File: src/rtl/spi_adc_scan_master.sv
// ---------------------------------------------------------------------------
// spi_adc_scan_master
//   Periodic/triggered scan master for a 2-channel 12-bit SPI ADC
//   (MCP3202-style frame: START, SGL, ODD, MSBF, null bit, D11..D0).
//   The ADC is polled once per slot of SAMPLE_PERIOD clk cycles. In
//   free-running mode every slot converts; in triggered mode a slot converts
//   only if a trigger is pending. Enabled channels are visited round-robin.
//
// Ports
//   clk, rst_n        system clock, asynchronous active-low reset
//   i_EN              conversions permitted
//   i_ONESHOT         1 = triggered mode, 0 = free-running
//   i_TRIG            single-cycle conversion request (triggered mode)
//   i_CH_MASK[1:0]    channel enable mask, sampled at frame start
//   i_READY           consumer accepts o_DATA while DATA_VALID=1
//   MISO              ADC Dout
//   MOSI, SCK, CS     ADC Din, SPI clock (mode 0,0), active-low chip select
//   o_DATA[11:0]      last conversion result
//   o_CH              channel of o_DATA
//   DATA_VALID        o_DATA/o_CH valid
//   o_BUSY            frame in progress (CS low)
//   o_OVERRUN         sticky: a result was overwritten before being taken
// ---------------------------------------------------------------------------
module spi_adc_scan_master #(
  parameter int unsigned CLK_DIV       = 70,
  parameter int unsigned SAMPLE_PERIOD = 2500,
  parameter int unsigned TSUCS         = 56,
  parameter int unsigned TCSH          = 64,
  parameter bit          SGL           = 1'b1
) (
  input  logic        clk,
  input  logic        rst_n,
  input  logic        i_EN,
  input  logic        i_ONESHOT,
  input  logic        i_TRIG,
  input  logic [1:0]  i_CH_MASK,
  input  logic        i_READY,
  input  logic        MISO,
  output logic        MOSI,
  output logic        SCK,
  output logic        CS,
  output logic [11:0] o_DATA,
  output logic        o_CH,
  output logic        DATA_VALID,
  output logic        o_BUSY,
  output logic        o_OVERRUN
);

  if (CLK_DIV < 2 || SAMPLE_PERIOD < TSUCS + 34 * CLK_DIV + TCSH) begin : g_param_check
    $error("spi_adc_scan_master: illegal timing parameters");
  end

  localparam int unsigned CW   = $clog2(SAMPLE_PERIOD);
  localparam int unsigned TMAX = (TSUCS > 2 * CLK_DIV) ? TSUCS : 2 * CLK_DIV;
  localparam int unsigned TW   = $clog2(TMAX + 1);

  localparam logic [CW-1:0] CNT_LAST   = CW'(SAMPLE_PERIOD - 1);
  localparam logic [TW-1:0] SETUP_LAST = TW'(TSUCS - 1);
  localparam logic [TW-1:0] HIGH_LAST  = TW'(CLK_DIV - 1);
  localparam logic [TW-1:0] CYC_LAST   = TW'(2 * CLK_DIV - 1);
  localparam logic [4:0]    LAST_BIT   = 5'd17;
  localparam logic [4:0]    FIRST_DATA = 5'd6;

  typedef enum logic [1:0] {IDLE, SETUP, SHIFT, HOLD} state_e;

  state_e        state_q, state_d;
  logic [CW-1:0] cnt_q, cnt_d;
  logic          armed_q, armed_d;
  logic [TW-1:0] tmr_q, tmr_d;
  logic [4:0]    bitn_q, bitn_d;
  logic          cs_q, cs_d;
  logic          sck_q, sck_d;
  logic          mosi_q, mosi_d;
  logic [11:0]   sreg_q, sreg_d;
  logic          ch_q, ch_d;
  logic          last_q, last_d;
  logic [11:0]   data_q, data_d;
  logic          och_q, och_d;
  logic          valid_q, valid_d;
  logic          ovr_q, ovr_d;
  logic          pend_q, pend_d;

  logic          tick;
  logic          start_frame;
  logic          next_ch;
  logic [4:0]    nxt_bit;

  // armed_q masks the count-0 seen straight out of reset so the first frame
  // waits a full slot after rst_n releases.
  assign tick        = (cnt_q == '0) && armed_q;
  assign start_frame = tick && i_EN && (i_CH_MASK != 2'b00) && (!i_ONESHOT || pend_q);
  // Round-robin: prefer the other channel, fall back to the same one.
  assign next_ch     = i_CH_MASK[~last_q] ? ~last_q : last_q;
  assign nxt_bit     = bitn_q + 5'd1;

  always_comb begin
    state_d = state_q;
    cnt_d   = (cnt_q == CNT_LAST) ? '0 : cnt_q + 1'b1;
    armed_d = armed_q | (cnt_q == CNT_LAST);
    tmr_d   = tmr_q + 1'b1;
    bitn_d  = bitn_q;
    cs_d    = cs_q;
    sck_d   = sck_q;
    mosi_d  = mosi_q;
    sreg_d  = sreg_q;
    ch_d    = ch_q;
    last_d  = last_q;
    data_d  = data_q;
    och_d   = och_q;
    valid_d = valid_q & ~i_READY;
    ovr_d   = ovr_q;
    // Triggers only register while idle-side (CS high) and nothing pending.
    pend_d  = pend_q | (i_ONESHOT & i_TRIG & cs_q);

    case (state_q)
      IDLE, HOLD: begin
        // HOLD ends on the tick and is judged as IDLE in that same cycle,
        // so back-to-back slots keep exactly SAMPLE_PERIOD spacing.
        if (tick) begin
          state_d = IDLE;
          if (start_frame) begin
            state_d = SETUP;
            cs_d    = 1'b0;
            mosi_d  = 1'b1;
            tmr_d   = '0;
            pend_d  = 1'b0;
            ch_d    = next_ch;
            last_d  = next_ch;
          end
        end
      end
      SETUP: begin
        if (tmr_q == SETUP_LAST) begin
          state_d = SHIFT;
          sck_d   = 1'b1;
          tmr_d   = '0;
          bitn_d  = 5'd1;
        end
      end
      SHIFT: begin
        if (tmr_q == HIGH_LAST) begin
          sck_d = 1'b0;
          case (nxt_bit)
            5'd2:    mosi_d = SGL;
            5'd3:    mosi_d = ch_q;
            5'd4:    mosi_d = 1'b1;
            default: mosi_d = 1'b0;
          endcase
        end else if (tmr_q == CYC_LAST) begin
          if (bitn_q == LAST_BIT) begin
            state_d = HOLD;
            cs_d    = 1'b1;
            data_d  = sreg_q;
            och_d   = ch_q;
            valid_d = 1'b1;
            ovr_d   = ovr_q | (valid_q & ~i_READY);
          end else begin
            sck_d  = 1'b1;
            tmr_d  = '0;
            bitn_d = nxt_bit;
            if (nxt_bit >= FIRST_DATA) begin
              sreg_d = {sreg_q[10:0], MISO};
            end
          end
        end
      end
      default: state_d = IDLE;
    endcase
  end

  always_ff @(posedge clk or negedge rst_n) begin
    if (!rst_n) begin
      state_q <= IDLE;
      cnt_q   <= '0;
      armed_q <= 1'b0;
      tmr_q   <= '0;
      bitn_q  <= '0;
      cs_q    <= 1'b1;
      sck_q   <= 1'b0;
      mosi_q  <= 1'b0;
      sreg_q  <= '0;
      ch_q    <= 1'b0;
      last_q  <= 1'b1;
      data_q  <= '0;
      och_q   <= 1'b0;
      valid_q <= 1'b0;
      ovr_q   <= 1'b0;
      pend_q  <= 1'b0;
    end else begin
      state_q <= state_d;
      cnt_q   <= cnt_d;
      armed_q <= armed_d;
      tmr_q   <= tmr_d;
      bitn_q  <= bitn_d;
      cs_q    <= cs_d;
      sck_q   <= sck_d;
      mosi_q  <= mosi_d;
      sreg_q  <= sreg_d;
      ch_q    <= ch_d;
      last_q  <= last_d;
      data_q  <= data_d;
      och_q   <= och_d;
      valid_q <= valid_d;
      ovr_q   <= ovr_d;
      pend_q  <= pend_d;
    end
  end

  assign CS         = cs_q;
  assign SCK        = sck_q;
  assign MOSI       = mosi_q;
  assign o_DATA     = data_q;
  assign o_CH       = och_q;
  assign DATA_VALID = valid_q;
  assign o_BUSY     = ~cs_q;
  assign o_OVERRUN  = ovr_q;

endmodule

File: config.mk
export PLATFORM = sky130hd
export DESIGN_NAME = spi_adc_scan_master
export DESIGN_NICKNAME = d
export VERILOG_FILES = /design/src/rtl/spi_adc_scan_master.sv
export SDC_FILE = /design/constraint.sdc
export NUM_CORES = 1
export LEC_CHECK = 0
export CAP_MARGIN = 20
export CORE_ASPECT_RATIO = 2
export CORE_MARGIN = 1
export CORE_UTILIZATION = 45
export CTS_CLUSTER_SIZE = 40
export DETAILED_ROUTE_END_ITERATION = 10
export PLACE_DENSITY = 0.68
export SLEW_MARGIN = 20
export SYNTH_ARGS = -nofsm -noshare
export SYNTH_HDL_FRONTEND = slang
export SYNTH_SLANG_ARGS = --single-unit
File: constraint.sdc
create_clock -name clk -period 2 [get_ports clk]
set_clock_uncertainty 0.1 [all_clocks]
set_input_delay 0.4 -clock clk [delete_from_list [all_inputs] [get_ports clk]]
set_output_delay 0.4 -clock clk [all_outputs]
set_load 0.02 [all_outputs]
==> results.yml <==
critical_path:
  crit_chain: "or3b_4 -> or4_4 -> nor2_4 -> buf_12 -> mux2_2"
  critPathKind: "flip-flop to flip-flop"
  cp.arrival_ps: 2340
  critPathMaxStageDelay_ps: 560
  path_buf_inv: 1
  cp-start-kind: "flip-flop"
  end_kind: "flip-flop"
  path_delay_family: "simple AND/OR/NAND/NOR gates"
  cp.required_ps: 2110
  slowest_stage: "or4_4"
  worstPathMaxFanout: 14
clock_tree:
  cts.clk_slew.worst_paths_ps: 50
  clock_tree.root_cell: "clkbuf_16"
  htree_levels: 3
  clk_latency_ps: 330
  clock_sinks: 61
  numCtsBuffers: 9
  clk_path_buf_depth: 2
  tritoncts: "yes"
synthesis:
  ys_types: 46
  syn_nets: 272
  synth.top_cell.area_share: 0.505
  synthTopCellsByCount: "dfrtp_1 (59), nor2_1 (23), mux2_2 (16), inv_1 (15), nand2_1 (14)"
  yosysMostFrequentCell: "dfrtp_1"
  synth.avg_cell_area_um2: 11.6
  synth_area_leaders: "dfrtp_1 (51%), mux2_2 (6.2%), mux2_4 (5.1%), ha_1 (4.3%), xnor2_1 (3.3%)"
  synth_async_sr_flop_share: 1.00
  ys_seq_area_frac: 0.523
  syn_inst: 253
  yosys_most_used_dff: "dfrtp_1"
  syn_area_mm2: 0.00292
  synth_top_area_cell: "dfrtp_1"
  yosys_register_bits: 61
  synth-warning-count: 0
  synth_edf_count: 0
final_layout:
  post_route_cells_drive_above_1_share: 0.359
  area_growth_pct: 42.6
  multi_input_area_mm2: 0.00144
  seq_area_mm2: 0.00153
  insertedDiodeCount: 0
  n_fill_cell: 494
  layout.nets: 359
grt:
  antenna_found_initial: 0
  grt.overflow.total: 0
  grt_max_degree: 62
  grt_pass1_vias: 2341
  grt_pass1_wl_mm: 10.4
  grt_usage: 0.207
job:
  cap_violations: 0
sta:
  report.final.slew_viol_count: 0
  fin_tns_setup_ps: -3760
  rsz0062_at_grt: "yes"
  worstMarginPinSlew_ps: 408
  timing.final.hold_violations: 0
  min_period_ps: 2230
  slew_headroom: 0.728
  finalSetupViolations: 30
  fin_crit_sh: 1.11
  holdWs_ps: 373
  max_freq_mhz: 449
  setup_ws_ps: -228
place:
  port_buffers: 27
  place.gp.congestion: 0.824
  dpl.hpwl_mm: 4.36
routing:
  wirelength_mm: 6.56
  num_vias: 2245
  ant_nets: 0
  wl_per_cell_um: 15.2
  post_drt_via_cell_ratio: 5.21
  first_iter_violations: 68
  dr.pass1.iters: 4
  drc_errors: 0
pwr:
  leakage_nw: 1.91
  power.density_mw_per_mm2: 715
  ir_drop_v: 0.000527
die:
  die-width_um: 59.0
  die-area_mm2: 0.00684
  start_util: 0.463
  rows: 41
  die_y_um: 116
  ios: 28
  coreArea_mm2: 0.00631
status:
  violations: "negative setup slack"
  status: "finished, violations left"
hold_path:
  hp-class: "flip-flop to flip-flop"
-- layout make-up --
cell class	count	area share
clock buffer	12	0.0615
clock inverter	4	0.0168
inverter	15	0.0135
multi-input combinational	174	0.346
sequential	61	0.367
tap	86	0.0258
timing repair buffer	79	0.170
-- per-layer routing --
metal | part of all wire | routed length, um | vias to the layer above | global-route usage
li1 | - | - | 1059 | -
met1 | 0.38 | 2480 | 1118 | 0.198
met2 | 0.57 | 3710 | 53 | 0.382
met3 | 0.032 | 208 | 15 | 0.0525
met4 | 0.025 | 165 | 0 | 0.124
met5 | 0 | 0 | - | 0
-- worst paths after layout --
kind	from	to	slack, ps	cells after the start
max	tmr_q[6]	o_DATA[10]	-230	5
min	o_OVERRUN	o_OVERRUN	370	1
max reg2reg	tmr_q[6]	o_DATA[10]	-230	5
min reg2reg	o_OVERRUN	o_OVERRUN	370	1
max in group asynchronous	rst_n	last_q	970	3
min in group asynchronous	rst_n	cnt_q[4]	500	3
-- stage by stage --
step / cell area, um2 / setup WS, ps / total power, W / cells / utilization
floorplan: 2930 / -206 / 0.00126 / 253 / -
global placement: 3630 / -129 / 0.00131 / 406 / 0.575
detailed placement: 3630 / -206 / 0.00131 / 406 / 0.575
CTS: 4070 / -212 / 0.00301 / 430 / 0.645
global route: 4170 / -251 / 0.00308 / 431 / 0.661
finish: 4170 / -228 / 0.00298 / 431 / 0.661
-- power breakdown --
part / internal, W / leakage (nW) / switching [W]
Sequential: 0.00124 / 0.809 / 0.000000846
Combinational: 0.0000222 / 0.938 / 0.0000306
Clock: 0.00115 / 0.163 / 0.000534
-- sequential cells by signal, summed over array words and instances (netlist names) --
signal      flops
o_CH            1
tmr_q           8
DATA_VALID      1
MOSI            1
o_DATA         12
cnt_q          12
sreg_q         12
ch_q            1
o_OVERRUN       1
pend_q          1
CS              1
armed_q         1
state_q         2
SCK             1
last_q          1
bitn_q          5
-- cells in the final DEF, fill, tap and decap left out, types with 3 or more instances in the layout --
cell type        instances
ha_1                     8
dfrtp_1                 59
nand4_1                  3
o21ai_2                  3
buf_6                    7
nand2b_1                 4
inv_1                   15
o21ai_1                  3
nor2b_1                  4
nand3_1                 12
clkbuf_16                9
nand2_1                 12
nor3_1                   4
xnor2_1                 10
clkdlybuf4s50_1         25
o21ai_0                  4
nor2_1                  21
mux2_4                  14
a31oi_1                  3
o31a_1                   3
buf_4                   42
mux2_2                  12
or3b_4                   3
a21oi_1                  8
xor2_1                   6
-- repair_timing --
| item | in CTS | in global routing |
|---|---|---|
| gates resized for setup | 13 | 25 |
| pin swaps | 8 | 10 |
| buffers inserted | 7 | 2 |
| setup endpoints to repair | 39 | 45 |
| hold buffers | 1 | 0 |
| endpoints found under the hold margin | 59 | 0 |
-- cells by family (layout without fill, tap and decap cells) --
logic type,count (synthesis),in the layout,share of synthesized area
simple gates,83,83,0.156
compound gates,36,36,0.0792
mux,28,28,0.120
buf+inv,18,110,0.0283
xor+xnor,17,17,0.0509
flops,61,61,0.523
fa+ha+maj,10,10,0.0428
Power figures use the tool's default switching activity.
